$ cat src/rtl/mips_pkg.sv
// Shared decode definitions for the MIPS pipeline.
// Contents: opcode and funct constants, ALU operation codes, reg_dst codes,
// bit positions of the ID/EX control word, and a control-word packer.
package mips_pkg;

  localparam int NB_BITS = 32;
  localparam int NB_REG  = 5;
  localparam int NB_CTRL = 11;

  // Primary opcodes
  localparam logic [5:0] OP_RTYPE = 6'h00;
  localparam logic [5:0] OP_J     = 6'h02;
  localparam logic [5:0] OP_JAL   = 6'h03;
  localparam logic [5:0] OP_BEQ   = 6'h04;
  localparam logic [5:0] OP_BNE   = 6'h05;
  localparam logic [5:0] OP_ADDI  = 6'h08;
  localparam logic [5:0] OP_SLTI  = 6'h0A;
  localparam logic [5:0] OP_ANDI  = 6'h0C;
  localparam logic [5:0] OP_ORI   = 6'h0D;
  localparam logic [5:0] OP_XORI  = 6'h0E;
  localparam logic [5:0] OP_LUI   = 6'h0F;
  localparam logic [5:0] OP_LW    = 6'h23;
  localparam logic [5:0] OP_SW    = 6'h2B;

  // R-type funct codes that decode needs to distinguish
  localparam logic [5:0] FUNCT_JR = 6'h08;

  // ALU operation codes carried to EX (RTYPE means "use funct")
  localparam logic [3:0] ALU_RTYPE = 4'h0;
  localparam logic [3:0] ALU_ADD   = 4'h1;
  localparam logic [3:0] ALU_SUB   = 4'h2;
  localparam logic [3:0] ALU_AND   = 4'h3;
  localparam logic [3:0] ALU_OR    = 4'h4;
  localparam logic [3:0] ALU_XOR   = 4'h5;
  localparam logic [3:0] ALU_SLT   = 4'h6;
  localparam logic [3:0] ALU_LUI   = 4'h7;

  // Destination-register select
  localparam logic [1:0] RD_SEL_RT  = 2'd0;
  localparam logic [1:0] RD_SEL_RD  = 2'd1;
  localparam logic [1:0] RD_SEL_R31 = 2'd2;

  // Control word layout: {reg_dst[1:0], alu_src, alu_op[3:0], mem_read, mem_write, mem_to_reg, reg_write}
  localparam int CTRL_REG_DST_LSB = 9;
  localparam int CTRL_ALU_SRC     = 8;
  localparam int CTRL_ALU_OP_LSB  = 4;
  localparam int CTRL_MEM_READ    = 3;
  localparam int CTRL_MEM_WRITE   = 2;
  localparam int CTRL_MEM_TO_REG  = 1;
  localparam int CTRL_REG_WRITE   = 0;

  // Assemble a control word from its fields in the layout above
  function automatic logic [NB_CTRL-1:0] pack_ctrl(
    input logic [1:0] reg_dst,
    input logic       alu_src,
    input logic [3:0] alu_op,
    input logic       mem_read,
    input logic       mem_write,
    input logic       mem_to_reg,
    input logic       reg_write
  );
    return {reg_dst, alu_src, alu_op, mem_read, mem_write, mem_to_reg, reg_write};
  endfunction

endpackage

$ cat src/rtl/decode_module_reg_file.sv
// 32x32 register file for the decode stage.
// r0 is hard-wired to zero; a write and a read of the same register in one
// cycle return the write data (write-through bypass).
// Optional feature: define DECODE_DEBUG_EN to add an asynchronous debug read port.
module reg_file #(
  parameter int DATA_W = 32,
  parameter int ADDR_W = 5
) (
  input  logic              clk_i,
  input  logic              rst_ni,
  input  logic              we_i,
  input  logic [ADDR_W-1:0] waddr_i,
  input  logic [DATA_W-1:0] wdata_i,
  input  logic [ADDR_W-1:0] raddr_a_i,
  output logic [DATA_W-1:0] rdata_a_o,
  input  logic [ADDR_W-1:0] raddr_b_i,
  output logic [DATA_W-1:0] rdata_b_o
`ifdef DECODE_DEBUG_EN
  ,
  input  logic [ADDR_W-1:0] dbg_addr_i,
  output logic [DATA_W-1:0] dbg_data_o
`endif
);

  localparam int DEPTH = 1 << ADDR_W;

  logic [DATA_W-1:0] mem_q [DEPTH];

  // Storage write on the rising edge; r0 never changes
  always_ff @(posedge clk_i or negedge rst_ni) begin
    if (!rst_ni) begin
      for (int i = 0; i < DEPTH; i++) begin
        mem_q[i] <= {DATA_W{1'b0}};
      end
    end else if (we_i && (waddr_i != {ADDR_W{1'b0}})) begin
      mem_q[waddr_i] <= wdata_i;
    end
  end

  // Read port A with r0 forced to zero and same-cycle write bypass
  always_comb begin
    rdata_a_o = mem_q[raddr_a_i];
    if (raddr_a_i == {ADDR_W{1'b0}}) begin
      rdata_a_o = {DATA_W{1'b0}};
    end else if (we_i && (waddr_i == raddr_a_i)) begin
      rdata_a_o = wdata_i;
    end else begin
      rdata_a_o = mem_q[raddr_a_i];
    end
  end

  // Read port B with r0 forced to zero and same-cycle write bypass
  always_comb begin
    rdata_b_o = mem_q[raddr_b_i];
    if (raddr_b_i == {ADDR_W{1'b0}}) begin
      rdata_b_o = {DATA_W{1'b0}};
    end else if (we_i && (waddr_i == raddr_b_i)) begin
      rdata_b_o = wdata_i;
    end else begin
      rdata_b_o = mem_q[raddr_b_i];
    end
  end

`ifdef DECODE_DEBUG_EN
  // Debug read of the stored value, independent of the pipeline
  always_comb begin
    if (dbg_addr_i == {ADDR_W{1'b0}}) begin
      dbg_data_o = {DATA_W{1'b0}};
    end else begin
      dbg_data_o = mem_q[dbg_addr_i];
    end
  end
`endif

endmodule

$ cat src/rtl/decode_module.sv
// MIPS instruction-decode stage: control decode, register file, branch and
// jump resolution, hazard stalls, and the ID/EX pipeline register.
// Optional feature: define DECODE_DEBUG_EN to expose a register-file debug
// read port (i_dbg_reg_addr / o_dbg_reg_data).
module decode_module
  import mips_pkg::*;
#(
  parameter int NB_BITS = mips_pkg::NB_BITS,
  parameter int NB_REG  = mips_pkg::NB_REG,
  parameter int NB_CTRL = mips_pkg::NB_CTRL
) (
  input  logic               i_clk,
  input  logic               i_rst,
  input  logic [NB_BITS-1:0] i_if_id_pc,
  input  logic [NB_BITS-1:0] i_if_id_instr,
  input  logic               i_wb_we,
  input  logic [NB_REG-1:0]  i_wb_addr,
  input  logic [NB_BITS-1:0] i_wb_data,
  input  logic [NB_REG-1:0]  i_ex_mem_rd,
  input  logic               i_ex_mem_reg_write,
  input  logic               i_ex_mem_mem_read,
  input  logic [NB_BITS-1:0] i_ex_mem_alu_result,
  output logic [NB_BITS-1:0] o_brq_addr,
  output logic [NB_BITS-1:0] o_jmp_addr,
  output logic               o_ctr_beq,
  output logic               o_ctr_jmp,
  output logic               o_ctr_flush,
  output logic               o_pc_we,
  output logic               o_if_id_we,
  output logic [NB_BITS-1:0] o_id_ex_pc,
  output logic [NB_BITS-1:0] o_id_ex_rs_data,
  output logic [NB_BITS-1:0] o_id_ex_rt_data,
  output logic [NB_BITS-1:0] o_id_ex_imm,
  output logic [NB_REG-1:0]  o_id_ex_rs,
  output logic [NB_REG-1:0]  o_id_ex_rt,
  output logic [NB_REG-1:0]  o_id_ex_rd,
  output logic [NB_REG-1:0]  o_id_ex_shamt,
  output logic [5:0]         o_id_ex_funct,
  output logic [NB_CTRL-1:0] o_id_ex_ctrl
`ifdef DECODE_DEBUG_EN
  ,
  input  logic [NB_REG-1:0]  i_dbg_reg_addr,
  output logic [NB_BITS-1:0] o_dbg_reg_data
`endif
);

  localparam logic [NB_REG-1:0]  REG_ZERO  = {NB_REG{1'b0}};
  localparam logic [NB_REG-1:0]  REG_LINK  = {NB_REG{1'b1}};
  localparam logic [NB_CTRL-1:0] CTRL_NONE = {NB_CTRL{1'b0}};

  // Instruction fields
  logic [5:0]        opcode;
  logic [NB_REG-1:0] rs, rt, rd, shamt;
  logic [5:0]        funct;
  logic [15:0]       imm16;

  assign opcode = i_if_id_instr[31:26];
  assign rs     = i_if_id_instr[25:21];
  assign rt     = i_if_id_instr[20:16];
  assign rd     = i_if_id_instr[15:11];
  assign shamt  = i_if_id_instr[10:6];
  assign funct  = i_if_id_instr[5:0];
  assign imm16  = i_if_id_instr[15:0];

  // Decode results
  logic [NB_CTRL-1:0] ctrl;
  logic [NB_BITS-1:0] imm_ext;
  logic [NB_BITS-1:0] imm_sext;
  logic uses_rs, uses_rt;
  logic is_beq, is_bne, is_j, is_jal, is_jr;

  // Register-file read data and branch comparator operands
  logic [NB_BITS-1:0] rs_data, rt_data;
  logic [NB_BITS-1:0] cmp_rs, cmp_rt;
  logic fwd_rs, fwd_rt, branch_taken, is_jump, uses_branch;

  // Hazard detection
  logic [NB_REG-1:0] id_ex_wreg;
  logic haz_load_use, haz_id_ex, haz_ex_mem, stall;

  // ID/EX pipeline register
  logic [NB_BITS-1:0] id_ex_pc_q, id_ex_rs_data_q, id_ex_rt_data_q, id_ex_imm_q;
  logic [NB_REG-1:0]  id_ex_rs_q, id_ex_rt_q, id_ex_rd_q, id_ex_shamt_q;
  logic [5:0]         id_ex_funct_q;
  logic [NB_CTRL-1:0] id_ex_ctrl_q, id_ex_ctrl_d;

  reg_file #(
    .DATA_W (NB_BITS),
    .ADDR_W (NB_REG)
  ) u_reg_file (
    .clk_i      (i_clk),
    .rst_ni     (i_rst),
    .we_i       (i_wb_we),
    .waddr_i    (i_wb_addr),
    .wdata_i    (i_wb_data),
    .raddr_a_i  (rs),
    .rdata_a_o  (rs_data),
    .raddr_b_i  (rt),
    .rdata_b_o  (rt_data)
`ifdef DECODE_DEBUG_EN
    ,
    .dbg_addr_i (i_dbg_reg_addr),
    .dbg_data_o (o_dbg_reg_data)
`endif
  );

  assign imm_sext = {{(NB_BITS-16){imm16[15]}}, imm16};

  // Main control decode: control word, register usage, branch/jump class, immediate
  always_comb begin
    ctrl    = CTRL_NONE;
    imm_ext = imm_sext;
    uses_rs = 1'b0;
    uses_rt = 1'b0;
    is_beq  = 1'b0;
    is_bne  = 1'b0;
    is_j    = 1'b0;
    is_jal  = 1'b0;
    is_jr   = 1'b0;
    case (opcode)
      OP_RTYPE: begin
        uses_rs = 1'b1;
        if (funct == FUNCT_JR) begin
          is_jr = 1'b1;
          ctrl  = CTRL_NONE;
        end else begin
          uses_rt = 1'b1;
          ctrl    = pack_ctrl(RD_SEL_RD, 1'b0, ALU_RTYPE, 1'b0, 1'b0, 1'b0, 1'b1);
        end
      end
      OP_ADDI: begin
        uses_rs = 1'b1;
        ctrl    = pack_ctrl(RD_SEL_RT, 1'b1, ALU_ADD, 1'b0, 1'b0, 1'b0, 1'b1);
      end
      OP_SLTI: begin
        uses_rs = 1'b1;
        ctrl    = pack_ctrl(RD_SEL_RT, 1'b1, ALU_SLT, 1'b0, 1'b0, 1'b0, 1'b1);
      end
      OP_ANDI: begin
        uses_rs = 1'b1;
        imm_ext = {{(NB_BITS-16){1'b0}}, imm16};
        ctrl    = pack_ctrl(RD_SEL_RT, 1'b1, ALU_AND, 1'b0, 1'b0, 1'b0, 1'b1);
      end
      OP_ORI: begin
        uses_rs = 1'b1;
        imm_ext = {{(NB_BITS-16){1'b0}}, imm16};
        ctrl    = pack_ctrl(RD_SEL_RT, 1'b1, ALU_OR, 1'b0, 1'b0, 1'b0, 1'b1);
      end
      OP_XORI: begin
        uses_rs = 1'b1;
        imm_ext = {{(NB_BITS-16){1'b0}}, imm16};
        ctrl    = pack_ctrl(RD_SEL_RT, 1'b1, ALU_XOR, 1'b0, 1'b0, 1'b0, 1'b1);
      end
      OP_LUI: begin
        imm_ext = {imm16, {(NB_BITS-16){1'b0}}};
        ctrl    = pack_ctrl(RD_SEL_RT, 1'b1, ALU_LUI, 1'b0, 1'b0, 1'b0, 1'b1);
      end
      OP_LW: begin
        uses_rs = 1'b1;
        ctrl    = pack_ctrl(RD_SEL_RT, 1'b1, ALU_ADD, 1'b1, 1'b0, 1'b1, 1'b1);
      end
      OP_SW: begin
        uses_rs = 1'b1;
        uses_rt = 1'b1;
        ctrl    = pack_ctrl(RD_SEL_RT, 1'b1, ALU_ADD, 1'b0, 1'b1, 1'b0, 1'b0);
      end
      OP_BEQ: begin
        uses_rs = 1'b1;
        uses_rt = 1'b1;
        is_beq  = 1'b1;
        ctrl    = pack_ctrl(RD_SEL_RT, 1'b0, ALU_SUB, 1'b0, 1'b0, 1'b0, 1'b0);
      end
      OP_BNE: begin
        uses_rs = 1'b1;
        uses_rt = 1'b1;
        is_bne  = 1'b1;
        ctrl    = pack_ctrl(RD_SEL_RT, 1'b0, ALU_SUB, 1'b0, 1'b0, 1'b0, 1'b0);
      end
      OP_J: begin
        is_j = 1'b1;
        ctrl = CTRL_NONE;
      end
      OP_JAL: begin
        is_jal = 1'b1;
        ctrl   = pack_ctrl(RD_SEL_R31, 1'b0, ALU_ADD, 1'b0, 1'b0, 1'b0, 1'b1);
      end
      default: begin
        ctrl = CTRL_NONE;
      end
    endcase
  end

  // Branch comparator operands, forwarded from EX/MEM when it holds a finished ALU result
  always_comb begin
    fwd_rs = i_ex_mem_reg_write && !i_ex_mem_mem_read &&
             (i_ex_mem_rd != REG_ZERO) && (i_ex_mem_rd == rs);
    fwd_rt = i_ex_mem_reg_write && !i_ex_mem_mem_read &&
             (i_ex_mem_rd != REG_ZERO) && (i_ex_mem_rd == rt);
    if (fwd_rs) begin
      cmp_rs = i_ex_mem_alu_result;
    end else begin
      cmp_rs = rs_data;
    end
    if (fwd_rt) begin
      cmp_rt = i_ex_mem_alu_result;
    end else begin
      cmp_rt = rt_data;
    end
  end

  // Branch outcome and redirect targets
  always_comb begin
    branch_taken = (is_beq && (cmp_rs == cmp_rt)) || (is_bne && (cmp_rs != cmp_rt));
    is_jump      = is_j || is_jal || is_jr;
    uses_branch  = is_beq || is_bne || is_jr;
    o_brq_addr   = i_if_id_pc + {imm_sext[NB_BITS-3:0], 2'b00};
    if (is_jr) begin
      o_jmp_addr = cmp_rs;
    end else begin
      o_jmp_addr = {i_if_id_pc[NB_BITS-1:28], i_if_id_instr[25:0], 2'b00};
    end
  end

  // Destination register of the instruction currently in ID/EX
  always_comb begin
    case (id_ex_ctrl_q[CTRL_REG_DST_LSB +: 2])
      RD_SEL_RD:  id_ex_wreg = id_ex_rd_q;
      RD_SEL_R31: id_ex_wreg = REG_LINK;
      default:    id_ex_wreg = id_ex_rt_q;
    endcase
  end

  // Load-use and branch-operand hazard detection
  always_comb begin
    haz_load_use = id_ex_ctrl_q[CTRL_MEM_READ] && (id_ex_rt_q != REG_ZERO) &&
                   ((uses_rs && (rs == id_ex_rt_q)) || (uses_rt && (rt == id_ex_rt_q)));
    haz_id_ex    = uses_branch && id_ex_ctrl_q[CTRL_REG_WRITE] && (id_ex_wreg != REG_ZERO) &&
                   ((uses_rs && (rs == id_ex_wreg)) || (uses_rt && (rt == id_ex_wreg)));
    haz_ex_mem   = uses_branch && i_ex_mem_mem_read && (i_ex_mem_rd != REG_ZERO) &&
                   ((uses_rs && (rs == i_ex_mem_rd)) || (uses_rt && (rt == i_ex_mem_rd)));
    stall        = haz_load_use || haz_id_ex || haz_ex_mem;
  end

  // Fetch feedback: a stall freezes fetch and suppresses any redirect
  always_comb begin
    if (stall) begin
      o_pc_we      = 1'b0;
      o_if_id_we   = 1'b0;
      o_ctr_beq    = 1'b0;
      o_ctr_jmp    = 1'b0;
      o_ctr_flush  = 1'b0;
      id_ex_ctrl_d = CTRL_NONE;
    end else begin
      o_pc_we      = 1'b1;
      o_if_id_we   = 1'b1;
      o_ctr_beq    = branch_taken;
      o_ctr_jmp    = is_jump;
      o_ctr_flush  = branch_taken || is_jump;
      id_ex_ctrl_d = ctrl;
    end
  end

  // ID/EX pipeline register, loaded every cycle (bubble control on stall)
  always_ff @(posedge i_clk or negedge i_rst) begin
    if (!i_rst) begin
      id_ex_pc_q      <= {NB_BITS{1'b0}};
      id_ex_rs_data_q <= {NB_BITS{1'b0}};
      id_ex_rt_data_q <= {NB_BITS{1'b0}};
      id_ex_imm_q     <= {NB_BITS{1'b0}};
      id_ex_rs_q      <= REG_ZERO;
      id_ex_rt_q      <= REG_ZERO;
      id_ex_rd_q      <= REG_ZERO;
      id_ex_shamt_q   <= REG_ZERO;
      id_ex_funct_q   <= 6'd0;
      id_ex_ctrl_q    <= CTRL_NONE;
    end else begin
      id_ex_pc_q      <= i_if_id_pc;
      id_ex_rs_data_q <= rs_data;
      id_ex_rt_data_q <= rt_data;
      id_ex_imm_q     <= imm_ext;
      id_ex_rs_q      <= rs;
      id_ex_rt_q      <= rt;
      id_ex_rd_q      <= rd;
      id_ex_shamt_q   <= shamt;
      id_ex_funct_q   <= funct;
      id_ex_ctrl_q    <= id_ex_ctrl_d;
    end
  end

  assign o_id_ex_pc      = id_ex_pc_q;
  assign o_id_ex_rs_data = id_ex_rs_data_q;
  assign o_id_ex_rt_data = id_ex_rt_data_q;
  assign o_id_ex_imm     = id_ex_imm_q;
  assign o_id_ex_rs      = id_ex_rs_q;
  assign o_id_ex_rt      = id_ex_rt_q;
  assign o_id_ex_rd      = id_ex_rd_q;
  assign o_id_ex_shamt   = id_ex_shamt_q;
  assign o_id_ex_funct   = id_ex_funct_q;
  assign o_id_ex_ctrl    = id_ex_ctrl_q;

endmodule

$ cat config.mk
export PLATFORM = sky130hd
export DESIGN_NAME = decode_module
export DESIGN_NICKNAME = d
export VERILOG_FILES = /design/src/rtl/mips_pkg.sv /design/src/rtl/decode_module_reg_file.sv /design/src/rtl/decode_module.sv
export SDC_FILE = /design/constraint.sdc
export NUM_CORES = 2
export LEC_CHECK = 0
export ABC_AREA = 1
export CAP_MARGIN = 20
export CELL_PAD_IN_SITES_DETAIL_PLACEMENT = 1
export CELL_PAD_IN_SITES_GLOBAL_PLACEMENT = 2
export CORE_MARGIN = 5
export CORE_UTILIZATION = 38
export DETAILED_ROUTE_END_ITERATION = 10
export GPL_ROUTABILITY_DRIVEN = 0
export PLACE_DENSITY = 0.85
export SLEW_MARGIN = 20
export SYNTH_ARGS = -nofsm -noshare
export SYNTH_HDL_FRONTEND = slang
export SYNTH_SLANG_ARGS = --single-unit
$ cat constraint.sdc
create_clock -name i_clk -period 11.2 [get_ports i_clk]
set_input_delay 2.24 -clock i_clk [delete_from_list [all_inputs] [get_ports i_clk]]
set_output_delay 2.24 -clock i_clk [all_outputs]
set_load 0.05 [all_outputs]
# Yosys cells after proc, flatten, opt, wreduce, memory -nomap -nowiden
# Cells that the tools add are included.
# op_classes
mux	34
bitwise_logic	3
n_addsub	1
reduce_logical	47
magnitude_cmp	4
eq_ne	27
# op_table
cell	count
1024-bit bitwise mux	1
32-bit two-way mux	12
32-bit binary-select mux with 5-bit select	2
32-bit demux with 5-bit select	1
11-bit one-hot mux with 11 select lines	1
32-bit one-hot mux with 2 select lines	1
5-bit equality test	10
6-bit by 4-bit equality test with 1-bit output, second input constant	7
32-bit adder	1
32-bit equality test	1
32-bit != test	1
1-bit logical AND	24
5-bit nonzero test	4
6-bit greater-or-equal comparator, second input constant	3
5-bit NOT with 6-bit output	3
6-bit by 2-bit equality test with 1-bit output, second input constant	2
6-bit by 3-bit equality test with 1-bit output, second input constant	2
6-bit equality test, second input constant	2
1-bit two-way mux	12
1-bit logical OR	11
11-bit two-way mux	1
5-bit zero test	2
10-bit two-way mux	1
5-bit one-hot mux with 2 select lines	1
9 further kinds	10
# totals
in_bits	143
register_bits	1189

# Logic depth before layout (Yosys ltp)
# depth
depth_word	12
depth_mapped	25

# By module
# A second synthesis with hierarchy kept.
# unflattened
cells_unflattened	10023
hier_area_um2	68528.2
# modules_own_cells
module	seq_area_each_um2	cells_per_inst	instances	area_each_um2
reg_file	25624.6	8762	1	59079.2
decode_module	4078.9	1261	1	9449.1

# Worst setup path before layout
# No wires, ideal clock.
# synth_path
kind	input port to output port
from	in i_if_id_pc[2]
to	out o_brq_addr[28]
n_path_buf	0
stages	13
path_slack_ns	3.868
arrival_time_ns	5.092
required_time_ns	8.960
cell_sequence	ha_1 -> inv_1 -> fa_1 -> o21ai_0 -> a21oi_1 -> o21ai_0 -> a21oi_1 -> inv_1 -> a21oi_1 -> o21bai_1 -> a21boi_0 -> o21bai_1 -> xor2_1
# synth_via
elab_chain_cells	1
# synth_lines
item	line_no	rtl
start, declared	decode_module.sv:14	input logic [NB_BITS-1:0] i_if_id_pc,
32-bit adder	decode_module.sv:216	o_brq_addr = i_if_id_pc + {imm_sext[NB_BITS-3:0], 2'b00};
end, declared	decode_module.sv:23	output logic [NB_BITS-1:0] o_brq_addr,
# Every way passes these cells.

# Worst setup path after layout
# layout_path
from	in i_if_id_instr[21]
to	out o_jmp_addr[11]
# layout_via
elab_chain_cells	8
elab_cells_between_ends	13
# layout_lines
item	line_no	rtl
start, declared	decode_module.sv:15	input logic [NB_BITS-1:0] i_if_id_instr,
5-bit NOT with 6-bit output	n/a	
32-bit binary-select mux with 5-bit select	n/a	
32-bit two-way mux (implied by the code) (2 in series)	decode_module_reg_file.sv:48	rdata_a_o = mem_q[raddr_a_i];
32-bit two-way mux	decode_module_reg_file.sv:45	end else if (we_i && (waddr_i == raddr_a_i)) begin
32-bit two-way mux	decode_module_reg_file.sv:43	if (raddr_a_i == {ADDR_W{1'b0}}) begin
32-bit two-way mux *	decode_module.sv:199	if (fwd_rs) begin
32-bit two-way mux *	decode_module.sv:217	if (is_jr) begin
end, declared	decode_module.sv:24	output logic [NB_BITS-1:0] o_jmp_addr,
# Mark *: on every way between the ends. The rest lies on a longest branch, timed or not. The select of a mux whose other input is x is not followed.

==> reports/results.txt <==
status: finished clean
Final Non-Filler Cells: 12,066
via/cell ratio: 5.75
Yosys cell types: 55
Layout area overhead: 14.2%
clock root buffer: clkbuf_16
mapped cell area: 68,100 sq um
Fin Setup TNS: 0 ps
Worst Hold Class: reg2reg
number of global-route vias before repair: 69,656
critical path's slowest cell: o21ai_0
clock power share: 35.8%
Design Area, Final: 77,700 sq um
TritonCTS clock tree: built
combinational share of power: 24.0%
WL/cell: 26.5 um
Sequential Power Share: 40.2%
number of standard cells after synthesis: 9,678
final wirelength: 320,000 um
first-pass GRT wire length: 470,000 um
Setup Buffers After CTS: 0
placed cell count: 11,796
DP HPWL: 197,000 um
Die ar.: 188,000 sq um
EDFF count, synth: 0
io pins: 377
RSZ-0062 raised after global routing: false
Mapped Nets: 9,853
largest net degree at the start of global routing: 181
GR Overflow Total: 0
DRC errors left: 0
antenna-violating nets left: 0
Final nets: 9,766
Synth Area per Inst: 7.03 sq um
GR Util All Layers: 33.4%
clock latency on the worst-skew pair: 830 ps
cts repair resizes: 0
CTS sink count: 1,187
PortBufs: 375
cts bufs inserted: 146
Crit path arrival time: 7180 ps
P_int: 8870 uW
most used cell, CP: nand2_1
number of hold violations in the final report: 0
H-tree depth: 4
core area: 178,000 sq um
PD cells: 175 nW/um^2
clock slew at reported path FFs: 50 ps
CTS max path bufs: 3
maximum VDD drop: 0.132 mV
CP cell instances: buf_8 > inv_8 > buf_12 > nand2_1 > nand2_1 > nand2_1 > nand3_1 > nand2_1 > nand2_1 > nand2_1 > o21ai_0 > nand3_1 > nand2_1 > nand2_1 > o21ai_0 > clkdlybuf4s50_1
drt first pass iters: 6
Async SR Flop Fraction: 100%
FP Rows: 155
die height: 433 um
via count: 69,364
worst-margin pin slew: 1320 ps
max incr delay on CP: 1010 ps
commonest non-fill, non-tap cell in the layout: nand2_1
hold buffers post-CTS: 0
share of layout cells above drive strength 1: 5.06%
Startpoint Class: input port
Switching Fraction: 34.8%
slew margin rel.: 11.3%
final setup violation count: 0
most frequent cells in the layout: nand2_1, o21ai_0, dfrtp_1
CP Max Fanout: 108
Slew Viols, Final: 0
flops & latches, synth: 1,187
max_cap viols: 0
die span in x: 433 um
Worst EP required: 8960 ps
Fmax: 106 MHz
Hold WS: 377 ps
cell area after placement: 72,900 sq um
Yosys warning total: 0
number of antenna violations at the first check in global routing: 10
Final period util: 84.1%
Seq/Total Area, Yosys: 43.6%
Final Critical Period: 9420 ps
Crit. End Element: output port
Initial Utilization: 38.2%
Initial DRC Count: 6,640
leakage power: 0.0373 uW
most common flop cell mapped by yosys: dfrtp_1
switching pwr: 4730 uW
kind of critical path: in2out
Clock Skew: 22.1 ps
==> final timing paths <==
path | slack, ps | cells past startpoint | endpoint | from
min in group asynchronous | 1350 | 1 | u_reg_file.mem_q[387] | i_rst
min reg2reg | 380 | 0 | u_reg_file.mem_q[1001] | u_reg_file.mem_q[1001]
min | 380 | 0 | u_reg_file.mem_q[1001] | u_reg_file.mem_q[1001]
max in group asynchronous | 7600 | 3 | u_reg_file.mem_q[882] | i_rst
max reg2reg | 8440 | 12 | o_id_ex_ctrl[5] | o_id_ex_ctrl[9]
max | 1780 | 16 | o_jmp_addr[11] | i_if_id_instr[21]
==> logic make-up after synthesis <==
kind of cell | synth area share [%]
adders and majority gates | 0.599
xor gates and xnor gates | 0.682
AOI/OAI and AO/OA | 15.4
DFF | 43.6
other | 0.00551
buffers and inverters | 10.1
and+or+nand+nor | 29.6
==> layer usage <==
| layer | GRT usage [%] | up-vias | wire length, um |
|---|---|---|---|
| met5 | 0 | - | 0 |
| met3 | 6.03 | 677 | 22900 |
| li1 | - | 31070 | - |
| met1 | 44.3 | 35011 | 136000 |
| met2 | 52.6 | 2606 | 144000 |
| met4 | 16.5 | 0 | 17800 |
==> cell type report <==
| type | instances | area [sq um] |
|---|---|---|
| antenna | 9 | 22.5 |
| clock buffer | 207 | 4150 |
| clock inverter | 52 | 618 |
| fill | 22399 | 100000 |
| inverter | 845 | 3220 |
| multi-input combinational | 6881 | 31700 |
| sequential | 1187 | 29700 |
| tap | 2355 | 2950 |
| timing repair buffer | 530 | 5380 |
==> power by group through the flow <==
stage | registers, uW | logic, uW | clock network, uW
after floorplan | 5600 | 1940 | 0
after global placement | 5490 | 3120 | 0
after detailed placement | 5530 | 3230 | 0
after CTS | 5460 | 3250 | 4950
after global routing | 5550 | 3610 | 5120
final | 5470 | 3260 | 4860
==> per-stage QoR <==
stage,setup WS (ps),utilization (%),power (uW)
3_3_place_gp,1270,40.8,8620
4_1_cts,1960,43.6,13700
2_1_floorplan,3870,-,7540
6_report,1780,43.6,13600
3_5_place_dp,2000,40.9,8750
5_1_grt,1810,43.6,14300
==> sequential cells by signal, summed over array words and instances, names as in the netlist <==
register,cells
o_id_ex_shamt,5
u_reg_file.mem_q,1024
o_id_ex_funct,6
o_id_ex_rt_data,32
o_id_ex_rd,5
o_id_ex_pc,32
o_id_ex_rs_data,32
o_id_ex_rs,5
o_id_ex_rt,5
o_id_ex_imm,32
o_id_ex_ctrl,9
==> synthesized netlist by cell type (28+ instances only) <==
library cell	number	area, sq um
o21ai_0	1215	6080
xor2_1	35	307
nand3_1	1112	5570
buf_4	46	345
nand2_1	3385	12700
or2_2	31	194
ha_1	31	388
nor2_1	325	1220
buf_2	327	1640
a21oi_1	192	961
buf_6	28	315
o21ai_1	34	170
o211ai_1	399	3000
dfrtp_1	1187	29700
clkbuf_1	343	1290
inv_1	805	3020
==> worst max-delay path: cells and delay by family <==
kind / cells / cell delay [ps]
AOI/OAI and AO/OA: 2 / 1130
buffers and inverters: 4 / 2310
and+or+nand+nor: 10 / 1190
Power figures use the tool's default switching activity.
